## src/rtl/fifo_ctrl_sync_pkg.sv

```systemverilog
// Shared definitions for the single-clock FIFO controller: depth helper,
// pointer width and default flag thresholds.
package fifo_ctrl_sync_pkg;

    localparam int DEFAULT_ADDR_WIDTH = 4;
    localparam int PTR_W              = DEFAULT_ADDR_WIDTH + 1;
    localparam int DEFAULT_AE_THRESH  = 2;
    localparam int DEFAULT_AF_MARGIN  = 2;

    // Number of words held by a RAM with the given address width.
    function automatic int fifo_depth(input int addr_width);
        return 32'sd1 <<< addr_width;
    endfunction

endpackage : fifo_ctrl_sync_pkg

```

## src/rtl/fifo_ctrl_sync.sv

```systemverilog
// Single-clock FIFO controller for a distributed simple-dual-port RAM with an
// unregistered read port. The head word is visible on the RAM read data
// whenever empty is low (first-word-fall-through). Occupancy is tracked with
// an explicit counter; flags are registered from the next count value.
module fifo_ctrl_sync
    import fifo_ctrl_sync_pkg::*;
#(
    parameter int ADDR_WIDTH = DEFAULT_ADDR_WIDTH,
    parameter int AF_THRESH  = fifo_depth(ADDR_WIDTH) - DEFAULT_AF_MARGIN,
    parameter int AE_THRESH  = DEFAULT_AE_THRESH
) (
    input  logic                  clk,
    input  logic                  rst_n,
    input  logic                  clr,
    input  logic                  wr_en,
    input  logic                  rd_en,
    output logic                  ram_wr_en,
    output logic [ADDR_WIDTH-1:0] ram_wr_addr,
    output logic [ADDR_WIDTH-1:0] ram_rd_addr,
    output logic                  full,
    output logic                  empty,
    output logic                  almost_full,
    output logic                  almost_empty,
    output logic [ADDR_WIDTH:0]   count,
    output logic                  overflow,
    output logic                  underflow
);

    localparam int CW = ADDR_WIDTH + 1;

    localparam logic [CW-1:0] DEPTH_C = CW'(fifo_depth(ADDR_WIDTH));
    localparam logic [CW-1:0] AF_C    = CW'(AF_THRESH);
    localparam logic [CW-1:0] AE_C    = CW'(AE_THRESH);
    localparam logic [CW-1:0] ONE_C   = CW'(1);
    localparam logic [CW-1:0] ZERO_C  = CW'(0);

    logic [CW-1:0] wr_ptr_q, wr_ptr_d;
    logic [CW-1:0] rd_ptr_q, rd_ptr_d;
    logic [CW-1:0] count_q,  count_d;
    logic          full_q,   full_d;
    logic          empty_q,  empty_d;
    logic          af_q,     af_d;
    logic          ae_q,     ae_d;
    logic          ovf_q,    ovf_d;
    logic          udf_q,    udf_d;
    logic          ready_q,  ready_d;
    logic          wa_s;
    logic          ra_s;

    // Accept qualification and next-state computation for pointers, count and flags.
    always_comb begin
        wa_s     = wr_en & ~full_q  & ~clr & ready_q;
        ra_s     = rd_en & ~empty_q & ~clr & ready_q;
        ready_d  = 1'b1;
        wr_ptr_d = wr_ptr_q;
        rd_ptr_d = rd_ptr_q;
        count_d  = count_q;

        if (clr) begin
            wr_ptr_d = ZERO_C;
            rd_ptr_d = ZERO_C;
            count_d  = ZERO_C;
        end else begin
            if (wa_s) begin
                wr_ptr_d = wr_ptr_q + ONE_C;
            end else begin
                wr_ptr_d = wr_ptr_q;
            end
            if (ra_s) begin
                rd_ptr_d = rd_ptr_q + ONE_C;
            end else begin
                rd_ptr_d = rd_ptr_q;
            end
            case ({wa_s, ra_s})
                2'b10:   count_d = count_q + ONE_C;
                2'b01:   count_d = count_q - ONE_C;
                default: count_d = count_q;
            endcase
        end

        // A zero count gives the reset flag values, so clr needs no special case here.
        full_d  = (count_d == DEPTH_C);
        empty_d = (count_d == ZERO_C);
        af_d    = (count_d >= AF_C);
        ae_d    = (count_d <= AE_C);

        // Error pulses report requests that were refused only because of full/empty.
        ovf_d = wr_en & full_q  & ready_q & ~clr;
        udf_d = rd_en & empty_q & ready_q & ~clr;
    end

    // State register with asynchronous reset to the empty, not-ready state.
    always_ff @(posedge clk or negedge rst_n) begin
        if (!rst_n) begin
            wr_ptr_q <= ZERO_C;
            rd_ptr_q <= ZERO_C;
            count_q  <= ZERO_C;
            full_q   <= 1'b0;
            empty_q  <= 1'b1;
            af_q     <= 1'b0;
            ae_q     <= 1'b1;
            ovf_q    <= 1'b0;
            udf_q    <= 1'b0;
            ready_q  <= 1'b0;
        end else begin
            wr_ptr_q <= wr_ptr_d;
            rd_ptr_q <= rd_ptr_d;
            count_q  <= count_d;
            full_q   <= full_d;
            empty_q  <= empty_d;
            af_q     <= af_d;
            ae_q     <= ae_d;
            ovf_q    <= ovf_d;
            udf_q    <= udf_d;
            ready_q  <= ready_d;
        end
    end

    // The RAM write strobe must be combinational so the word lands on the
    // same edge that advances the write pointer.
    assign ram_wr_en    = wa_s;
    assign ram_wr_addr  = wr_ptr_q[ADDR_WIDTH-1:0];
    assign ram_rd_addr  = rd_ptr_q[ADDR_WIDTH-1:0];
    assign full         = full_q;
    assign empty        = empty_q;
    assign almost_full  = af_q;
    assign almost_empty = ae_q;
    assign count        = count_q;
    assign overflow     = ovf_q;
    assign underflow    = udf_q;

endmodule : fifo_ctrl_sync

```

## config.mk

```make
export PLATFORM = sky130hd
export DESIGN_NAME = fifo_ctrl_sync
export DESIGN_NICKNAME = d
export VERILOG_FILES = /design/src/rtl/fifo_ctrl_sync_pkg.sv /design/src/rtl/fifo_ctrl_sync.sv
export SDC_FILE = /design/constraint.sdc
export NUM_CORES = 1
export LEC_CHECK = 0
export BUFFER_PORTS_ARGS = -buffer_cell sky130_fd_sc_hd__buf_2
export CORE_MARGIN = 2
export CORE_UTILIZATION = 46
export CTS_BUF_LIST = sky130_fd_sc_hd__clkbuf_16
export DETAILED_ROUTE_END_ITERATION = 7
export PLACE_DENSITY = 0.68
export SYNTH_ARGS = -nofsm -noshare
export SYNTH_HDL_FRONTEND = slang
export SYNTH_SLANG_ARGS = --single-unit
export TNS_END_PERCENT = 50
```

## constraint.sdc

```tcl
create_clock -name clk -period 2.83 [get_ports clk]
set_input_delay 0.1415 -clock clk [delete_from_list [all_inputs] [get_ports clk]]
set_output_delay 0.1415 -clock clk [all_outputs]
set_load 0.03 [all_outputs]
```

Word-level counts from Yosys, hierarchy flattened:

Cells that the tools add are included.

* output and inout bits: 20
* register bits after elaboration: 22
* bits of input ports: 5

* mux-type cells: 6
* eq/ne operators: 3
* reduce and logical (&&, ||, !) cells: 3
* bitwise gates (word level): 15
* add/subtract/negate cells: 4
* magnitude comparators: 2

Operators with widths (count)
* $mux 5: 5
* $add 5x1->5 const B: 3
* $and 1x1->1: 12
* $pmux 5 s2: 1
* $eq 5x5->1 const B: 1
* $ge 5x4->1 const B: 1
* $le 5x2->1 const B: 1
* $logic_not 5->1: 1
* $sub 5x1->5 const B: 1
* $reduce_bool 2->1: 2
* $not 1->1: 3
* $eq 2x1->1 const B: 1
* $eq 2x2->1 const B: 1

Longest topological paths before layout:

Gate-level depths: netlist (run 1).

* word-level depth: 8
* gate-level depth with buffers: 12
* gate-level depth less buffers: 12

Worst setup path before layout (run 1):

OpenSTA, ideal clock, no wires.

* path kind: register -> register
* start: reg full_q, in the netlist full
* end: reg ae_q, in the netlist almost_empty
* cell stages (with the launch flop): 9
* setup slack: -145 ps
* buffers on the path: 0
* required time: 2725 ps
* arrival time: 2870 ps
* path through: dfrtp_1 -> nor2_1 -> inv_1 -> ha_1 -> a21o_1 -> or4_4 -> a31oi_2 -> mux2_4 -> a2111oi_2

* word-level cells in the longest chain between the ends: 8
* elaborated cells on any way between the ends: 9

Ends and longest elaborated chain
* start: declaration: RTL line fifo_ctrl_sync.sv:40 `logic full_q, full_d;`
* start signal: assignment: RTL line fifo_ctrl_sync.sv:109 `full_q <= full_d;`
* $not 1->1 (*): RTL line fifo_ctrl_sync.sv:52 `wa_s = wr_en & ~full_q & ~clr & ready_q;`
* $and 1x1->1 (*) (3 in a row): RTL line fifo_ctrl_sync.sv:52
* named net ram_wr_en: RTL line fifo_ctrl_sync.sv:17 `output logic ram_wr_en,`
* $eq 2x1->1 / $eq 2x2->1 (equally long branches): RTL line fifo_ctrl_sync.sv:74 `case ({wa_s, ra_s})`
* $pmux 5 s2 (*): RTL line fifo_ctrl_sync.sv:74
* $mux 5 (*): RTL line fifo_ctrl_sync.sv:59 `if (clr) begin`
* named net count_d[4]: RTL line fifo_ctrl_sync.sv:39 `logic [CW-1:0] count_q, count_d;`
* $le 5x2->1 (*): RTL line fifo_ctrl_sync.sv:85 `ae_d = (count_d <= AE_C);`
* named net ae_d: RTL line fifo_ctrl_sync.sv:43 `logic ae_q, ae_d;`
* end signal: assignment: RTL line fifo_ctrl_sync.sv:101 `ae_q <= 1'b1;`
* end signal: assignment: RTL line fifo_ctrl_sync.sv:112 `ae_q <= ae_d;`
* end: declaration: RTL line fifo_ctrl_sync.sv:43

Mark *: on every way through the listed nets, which the timed path passes. The rest lies on a longest branch.
A chain may end at the register's enable or synchronous reset.

Final worst setup path (run 1):

* start: reg ready_q
* end: reg ae_q, in the netlist almost_empty

* word-level cells in the longest chain between the ends: 5
* elaborated cells on any way between the ends: 7

Ends and longest elaborated chain
* start: declaration: RTL line fifo_ctrl_sync.sv:46 `logic ready_q, ready_d;`
* start signal: assignment: RTL line fifo_ctrl_sync.sv:115 `ready_q <= ready_d;`
* $and 1x1->1, on equally long branches: RTL line fifo_ctrl_sync.sv:53, fifo_ctrl_sync.sv:52
* $eq 2x1->1 / $eq 2x2->1 (equally long branches): RTL line fifo_ctrl_sync.sv:74
* $pmux 5 s2 (*): RTL line fifo_ctrl_sync.sv:74
* $mux 5 (*): RTL line fifo_ctrl_sync.sv:59
* named net count_d[4]: RTL line fifo_ctrl_sync.sv:39
* $le 5x2->1 (*): RTL line fifo_ctrl_sync.sv:85
* named net ae_d: RTL line fifo_ctrl_sync.sv:43

Marks and branches as above.

==> results of run 1 <==
==> cells by family (layout without fill, tap and decap cells) <==
group | count (synthesis) | count (layout) | share of synthesized area
buf+inv | 8 | 36 | 0.03804
fa+ha+maj | 4 | 4 | 0.04756
mux | 4 | 4 | 0.04399
simple gates | 37 | 37 | 0.2247
other cells | 1 | 1 | 0.003564
compound gates | 18 | 18 | 0.1225
xor+xnor | 5 | 5 | 0.04162
flops | 20 | 20 | 0.4780
==> report_power, final <==
part           leakage, uW  switching (uW)  internal, uW
sequential        0.000268            6.90           295
combinational     0.000362            44.2          20.3
clock            0.0000385            98.9           188
==> routing by layer <==
metal / up-vias / routed length [um] / track usage
met5: - / 0 / 0
met4: 0 / 34 / 0.08333
met3: 5 / 87 / 0.04310
met2: 26 / 1119 / 0.3101
met1: 395 / 905 / 0.2045
li1: 398 / - / -
==> cells in the mapped netlist <==
library cell                 n
sky130_fd_sc_hd__a2111oi_2   1
sky130_fd_sc_hd__a211o_1     1
sky130_fd_sc_hd__a21o_1      1
sky130_fd_sc_hd__a21oi_1     4
sky130_fd_sc_hd__a31o_1      1
sky130_fd_sc_hd__a31oi_2     1
sky130_fd_sc_hd__a32oi_1     1
sky130_fd_sc_hd__and3_1      2
sky130_fd_sc_hd__buf_2       1
sky130_fd_sc_hd__buf_6       1
sky130_fd_sc_hd__clkinv_2    1
sky130_fd_sc_hd__conb_1      1
sky130_fd_sc_hd__dfrtp_1    18
sky130_fd_sc_hd__dfstp_2     2
sky130_fd_sc_hd__ha_1        4
sky130_fd_sc_hd__inv_1       5
sky130_fd_sc_hd__mux2_2      1
sky130_fd_sc_hd__mux2_4      1
sky130_fd_sc_hd__mux2i_1     2
sky130_fd_sc_hd__nand2_1    10
sky130_fd_sc_hd__nand2_4     1
sky130_fd_sc_hd__nand2b_1    1
sky130_fd_sc_hd__nand3_1     4
sky130_fd_sc_hd__nand3b_4    1
sky130_fd_sc_hd__nand4_1     2
sky130_fd_sc_hd__nor2_1      7
sky130_fd_sc_hd__nor2b_1     3
sky130_fd_sc_hd__nor2b_4     1
sky130_fd_sc_hd__nor4_1      1
sky130_fd_sc_hd__nor4b_4     1
sky130_fd_sc_hd__o21ai_0     6
sky130_fd_sc_hd__o221ai_1    1
sky130_fd_sc_hd__o2bb2ai_1   1
sky130_fd_sc_hd__or3b_1      1
sky130_fd_sc_hd__or4_1       1
sky130_fd_sc_hd__or4_4       1
sky130_fd_sc_hd__xnor2_1     3
sky130_fd_sc_hd__xor2_1      2
==> stage by stage <==
step                      hold slack, ns  power, uW  instance area, um2  cells
after floorplan                  -0.1541      346.8                1055     97
after global placement            0.1039      368.3                1201    148
after detailed placement          0.1129      370.0                1201    148
after CTS                         0.1593      655.8                1290    153
after global routing              0.1741      681.5                1291    153
final                             0.1574      652.9                1291    153
==> area by class of cell <==
class	count	area (um2)
clock buffers	3	75.07
clock inverters	1	3.754
fillers	186	899.6
inverters	6	25.02
multi-input cells	69	511.7
flip-flops and latches	20	503.0
well taps	28	35.03
repair buffers	26	137.6
==> worst reg2reg max path: cells and delay by family, from the launching register on <==
kind            cells  cell delay, ns
simple gates        4            0.81
compound gates      3            0.64
mux                 1            0.35
flops               1            0.32
fa+ha+maj           1            0.20
xor+xnor            1            0.14
buf+inv             1            0.13
==> repair_timing <==
| item | 4_1_cts | 5_1_grt |
|---|---|---|
| hold endpoints to repair | 18 | 0 |
| hold buffers | 1 | 0 |
| setup endpoints to repair | 0 | 1 |
| gates resized for setup | 0 | 1 |
==> worst paths after layout <==
kind                       slack, ns                      end  cells after the start
hold / removal                  0.16       overflow$_DFF_PN0_                      2
setup / recovery                0.14   almost_empty$_DFF_PN1_                     11
hold reg to reg                 0.50  wr_ptr_q[3]$_DFFE_PN0P_                      1
setup reg to reg                0.14   almost_empty$_DFF_PN1_                     11
max in group asynchronous       2.13          empty$_DFF_PN1_                      2
min in group asynchronous       0.37  wr_ptr_q[1]$_DFFE_PN0P_                      2
==> flow_summary.rst, run 1 <==
.. list-table::
   :header-rows: 1

   * - Metric
     - Value
   * - Result of the run
     - complete, no violations
   * - Inserted Diodes
     - 0
   * - Synth top area cells
     - sky130_fd_sc_hd__dfrtp_1, sky130_fd_sc_hd__dfstp_2, sky130_fd_sc_hd__ha_1, sky130_fd_sc_hd__nand2_1, sky130_fd_sc_hd__o21ai_0
   * - Leakage power
     - 0.0006686 uW
   * - Initial antenna violation count
     - 0
   * - Leading cell types in the layout, fill and taps excluded
     - sky130_fd_sc_hd__buf_2, sky130_fd_sc_hd__dfrtp_1, sky130_fd_sc_hd__nand2_1, sky130_fd_sc_hd__nor2_1, sky130_fd_sc_hd__o21ai_0
   * - Number of primary I/O pins
     - 25
   * - Final HPWL from detailed placement
     - 1550 um
   * - Place WS
     - 0.1162 ns
   * - Worst slew slack as a fraction of its limit
     - 0.6687
   * - Actual slew at the worst max-slew pin
     - 0.4952 ns
   * - Synth warnings
     - 0
   * - Detailed Route Iter0 Violations
     - 25
   * - Startpoint type of the worst setup path
     - register
   * - Std-Cell Core Area
     - 2191 um2
   * - Type of destination of the critical path
     - register
   * - Mapped Avg Cell Area
     - 10.85 um2
   * - Required arrival time at the worst endpoint
     - 2.98 ns
   * - Count of TritonRoute iterations in the first routing pass
     - 4
   * - Count of buffering cells on the critical path with inverters included
     - 1
   * - Number of nets with antenna violations after routing
     - 0
   * - Area of the die
     - 2686 um2
   * - Setup TNS
     - 0 ns
   * - Number of global-route vias before repair
     - 761
   * - Starting utilization of the core area
     - 0.4803
   * - Clk Latency, worst-skew pair
     - 0.25 ns
   * - Placer Congestion
     - 0.7476
   * - Dominant delay contributor by cell family on the critical path
     - simple AND/OR/NAND/NOR gates
   * - IR drop worst, VDD
     - 0.0003283 V
   * - Critical Path Slowest Stage Cell
     - sky130_fd_sc_hd__or4_4
   * - Overall track demand over capacity in global routing
     - 0.1785
   * - Largest net degree at the start of global routing
     - 21
   * - Global-route wire length before repair
     - 3443 um
   * - Crit path time final
     - 2.686 ns
   * - Number of library cell types mapped by synthesis
     - 38
   * - Largest register FFs
     - 5
   * - Number of clock sinks
     - 20
   * - Cell breakdown of the critical path
     - nor2b_4, nand3b_4, inv_4, nand2_4, xnor2_1, ha_1, a21o_1, or4_4, a31oi_2, mux2_4, a2111oi_2
   * - Proportion of layout cells with a drive suffix above 1
     - 0.3280
   * - Source of the critical timing path
     - ready_q$_DFF_PN0_
   * - Number of setup violations in the final report
     - 0
   * - Kind of critical path
     - register to register
   * - Maximum buffer depth of the clock tree
     - 2
   * - Core utilization of the finished layout
     - 0.5894
   * - Global-route congestion overflow total
     - 0
   * - Number of buffers created by CTS
     - 3
   * - Share of the cycle needed by the critical path after routing
     - 0.9490
   * - Clock transition at the register clock pins on the worst setup and hold paths after CTS
     - 0.05 ns
   * - Number of H-tree levels
     - 1
   * - DR vias/cell
     - 5.386
   * - Mapped Cells
     - 97
   * - Crit path arrival time
     - 2.84 ns
   * - Fin worst setup slack
     - 0.1445 ns
   * - Post-synthesis net count
     - 106
   * - Classification of the worst-slack hold path
     - primary input to register
   * - Yosys top cell area share
     - 0.4281
   * - Critical Path Max Stage Delay
     - 0.42 ns
   * - Maxcap violations
     - 0
   * - Via count
     - 824
   * - Number of hold-slack violations in the final timing report
     - 0
   * - Setup bufs post-CTS
     - 0
   * - Maximum fanout encountered on the critical timing path
     - 11
   * - Root cell of the clock tree
     - sky130_fd_sc_hd__clkbuf_16
   * - Remaining design rule violation count
     - 0
   * - Portion of the post-synthesis area used by sequential elements
     - 0.4780
   * - Fin nets
     - 135
   * - Final Slew Violations
     - 0
   * - Vertical die dimension
     - 51.83 um
   * - Final wirelength
     - 2147 um
   * - Most common library cell in the layout ignoring fill and taps
     - sky130_fd_sc_hd__buf_2
   * - Cell row count
     - 17
   * - Routed WL per cell
     - 14.03 um
   * - Cell accounting for the most synthesized area
     - sky130_fd_sc_hd__dfrtp_1
   * - Reg-to-Reg Start
     - ready_q$_DFF_PN0_
   * - Chip Width
     - 51.83 um
   * - CTS tree
     - done
   * - Launch point of the worst hold path
     - wr_en
   * - Setup repair after global routing missed its margin
     - no
   * - Number of storage elements in the synthesis netlist
     - 20
   * - Skew final
     - 0.002865 ns
   * - Power per cell area
     - 505.6 nW/um2
   * - Layout-stage area growth over the synthesis result
     - 22.71%
   * - Total standard cell area after synthesis
     - 1052 um2
   * - Highest clock frequency the design can meet
     - 372.4 MHz
   * - Number of port buffers
     - 24
No activity file was read; power rests on OpenSTA's default activity.
==> inputs of run 2 (changes only) <==
==> constraint.sdc (replaced) <==
create_clock -name clk -period 2.83 [get_ports clk]
set_input_delay 0.566 -clock clk [delete_from_list [all_inputs] [get_ports clk]]
set_output_delay 0.566 -clock clk [all_outputs]
set_load 0.03 [all_outputs]
==> flow_summary.rst, run 2 (same netlist as run 1, synthesis figures left out) <==
.. list-table::
   :header-rows: 1

   * - Metric
     - Value
   * - Most common library cell in the layout ignoring fill and taps
     - sky130_fd_sc_hd__buf_2
   * - Crit path arrival time
     - 2.79 ns (-0.05 ns)
   * - Crit path time final
     - 2.652 ns (-0.03345 ns)
   * - Critical Path Max Stage Delay
     - 0.42 ns (about the same)
   * - Combinational group share of total power
     - 0.102 (+0.003)
   * - Result of the run
     - complete, no violations
   * - Number of cells on the worst reg-to-reg path
     - 9 (-2)
   * - Skew final
     - 0.0008040 ns (-0.002061 ns)
   * - IR drop worst, VDD
     - 0.0004079 V (+24%)
   * - Root cell of the clock tree
     - sky130_fd_sc_hd__clkbuf_16
   * - Count of TritonRoute iterations in the first routing pass
     - 5 (+1)
   * - Classification of the worst-slack hold path
     - primary input to asynchronous set/reset pin
   * - Largest net degree at the start of global routing
     - 21 (unchanged)
   * - Vertical die dimension
     - 51.83 um (unchanged)
   * - Final HPWL from detailed placement
     - 1562 um (+0.81%)
   * - Number of hold-slack violations in the final timing report
     - 0 (unchanged)
   * - Number of global-route vias before repair
     - 810 (+6.4%)
   * - Area of the die
     - 2686 um2 (unchanged)
   * - Dominant delay contributor by cell family on the critical path
     - simple AND/OR/NAND/NOR gates
   * - Net load switching power
     - 146.9 uW (-2.0%)
   * - Number of cells upsized or downsized after cts
     - 0 (unchanged)
   * - Number of primary I/O pins
     - 25 (unchanged)
   * - Endpoint of the worst register-to-register path
     - almost_empty$_DFF_PN1_
   * - Number of buffers created by CTS
     - 3 (unchanged)
   * - Reg-to-Reg Start
     - empty$_DFF_PN1_
   * - Global-route wire length before repair
     - 3484 um (+1.2%)
   * - Fill cell total of the finished layout
     - 185 (-0.54%)
   * - Setup repair after global routing missed its margin
     - no
   * - Startpoint type of the worst setup path
     - primary input
   * - Number of H-tree levels
     - 1 (unchanged)
   * - Power Internal
     - 505.4 uW (+0.48%)
   * - Fin worst setup slack
     - 0.1779 ns (+0.03345 ns)
   * - Number of port buffers
     - 24 (unchanged)
   * - Highest clock frequency the design can meet
     - 377.1 MHz (+1.3%)
   * - Setup bufs post-CTS
     - 0 (unchanged)
   * - Remaining design rule violation count
     - 0 (unchanged)
   * - Share of the cycle needed by the critical path after routing
     - 0.9371 (-0.01182)
   * - Via count
     - 833 (+1.1%)
   * - Number of nets with antenna violations after routing
     - 0 (unchanged)
   * - Place WS
     - -0.07280 ns (-0.1891 ns)
   * - Count of buffering cells on the critical path with inverters included
     - 2 (+1)
   * - Area of the multi-input gates
     - 519.2 um2 (+1.5%)
   * - Power per cell area
     - 489.5 nW/um2 (-3.2%)
   * - DR vias/cell
     - 5.272 (-2.1%)
   * - Final Slew Violations
     - 0 (unchanged)
   * - Leakage power
     - 0.0006908 uW (+3.3%)
   * - Maximum buffer depth of the clock tree
     - 2 (unchanged)
   * - Fin nets
     - 140 (+3.7%)
   * - Cell breakdown of the critical path
     - buf_2, nor2b_4, nand3b_4, clkinv_2, nand2_4, xnor2_1, ha_1, a21o_1, or4_4, a31oi_2, mux2_4, a2111oi_2
   * - Proportion of layout cells with a drive suffix above 1
     - 0.3692 (+0.04123)
   * - Required arrival time at the worst endpoint
     - 2.97 ns (about the same)
   * - Inserted Diodes
     - 0 (unchanged)
   * - Clock transition at the register clock pins on the worst setup and hold paths after CTS
     - 0.05 ns (about the same)
   * - Path length in cells of the critical path
     - 12 (+1)
   * - Chip Width
     - 51.83 um (unchanged)
   * - Std-Cell Core Area
     - 2191 um2 (unchanged)
   * - Clock share of power
     - 0.435 (-0.004)
   * - CTS tree
     - done
   * - Reg2Reg Setup Slack
     - 0.19 ns (+0.05 ns)
   * - Source of the critical timing path
     - clr
   * - Leading cell types in the layout, fill and taps excluded
     - sky130_fd_sc_hd__buf_2, sky130_fd_sc_hd__dfrtp_1, sky130_fd_sc_hd__nand2_1, sky130_fd_sc_hd__buf_4
   * - Initial antenna violation count
     - 0 (unchanged)
   * - # hold bufs at CTS
     - 0 (-1)
   * - Number of clock sinks
     - 20 (unchanged)
   * - Number of setup violations in the final report
     - 0 (unchanged)
   * - Starting utilization of the core area
     - 0.4803 (unchanged)
   * - Overall track demand over capacity in global routing
     - 0.1772 (-0.001336)
   * - Sequential share of power
     - 0.463 (about the same)
   * - Last element of the critical path
     - almost_empty$_DFF_PN1_
   * - Clk Latency, worst-skew pair
     - 0.25 ns (about the same)
   * - Detailed Route Iter0 Violations
     - 12 (-52%)
   * - Critical Path Slowest Stage Cell
     - sky130_fd_sc_hd__or4_4
   * - Maxcap violations
     - 0 (unchanged)
   * - Maximum fanout encountered on the critical timing path
     - 5 (-6)
   * - Register cell area after layout
     - 503.0 um2 (unchanged)
   * - Worst hold slack across all endpoints
     - 0.2579 ns (+0.1004 ns)
   * - Layout-stage area growth over the synthesis result
     - 26.64%
   * - Largest register FFs
     - 5 (unchanged)
   * - Final wirelength
     - 2078 um (-3.2%)
   * - Type of destination of the critical path
     - register
   * - Kind of critical path
     - primary input to register
   * - Setup TNS
     - 0 ns (unchanged)
   * - Sw frac
     - 0.2253 (-0.004417)
   * - Routed WL per cell
     - 13.15 um (-6.3%)
   * - Global-route congestion overflow total
     - 0 (unchanged)
   * - Placer Congestion
     - 0.7769 (+3.9%)
   * - Cell row count
     - 17 (unchanged)
## run 2: through the flow
step,instances,util,power [uW],area (um2)
3_3_place_gp,154,0.5722,372.6,1254
4_1_cts,158,0.6082,660.4,1333
2_1_floorplan,97,-,347.6,1062
5_1_grt,158,0.6082,683.7,1333
6_report,158,0.6082,652.3,1333
3_5_place_dp,154,0.5722,374.4,1254
## run 2: area by class of cell
cell class | count | area share
inverters | 6 | 0.01784
repair buffers | 31 | 0.1296
clock inverters | 1 | 0.002817
flip-flops and latches | 20 | 0.3775
multi-input cells | 69 | 0.3897
clock buffers | 3 | 0.05634
well taps | 28 | 0.02629
## run 2: per-layer routing
metal / up-vias / part of all wire / GRT usage
li1: 407 / - / -
met1: 409 / 0.42 / 0.1892
met2: 17 / 0.54 / 0.3312
met3: 0 / 0.043 / 0.06897
met4: 0 / 0 / 0.02632
met5: - / 0 / 0
## run 2: worst min path at each step
stage,end,slack [ns],depth (start not counted)
floorplan,almost_full$_DFF_PN0_,0.27,0
global placement,rd_ptr_q[3]$_DFFE_PN0P_,0.47,1
detailed placement,wr_ptr_q[3]$_DFFE_PN0P_,0.48,1
CTS,wr_ptr_q[1]$_DFFE_PN0P_,0.27,1
global route,wr_ptr_q[1]$_DFFE_PN0P_,0.29,1
finish,wr_ptr_q[1]$_DFFE_PN0P_,0.26,1
## run 2: power by group through the flow
stage | Sequential, uW | Combinational, uW | Clock [uW]
after floorplan | 319 | 28.9 | 0
final | 302 | 66.6 | 284
after detailed placement | 307 | 67.4 | 0
after CTS | 302 | 67.7 | 291
after global routing | 303 | 73.4 | 307
after global placement | 306 | 66.2 | 0
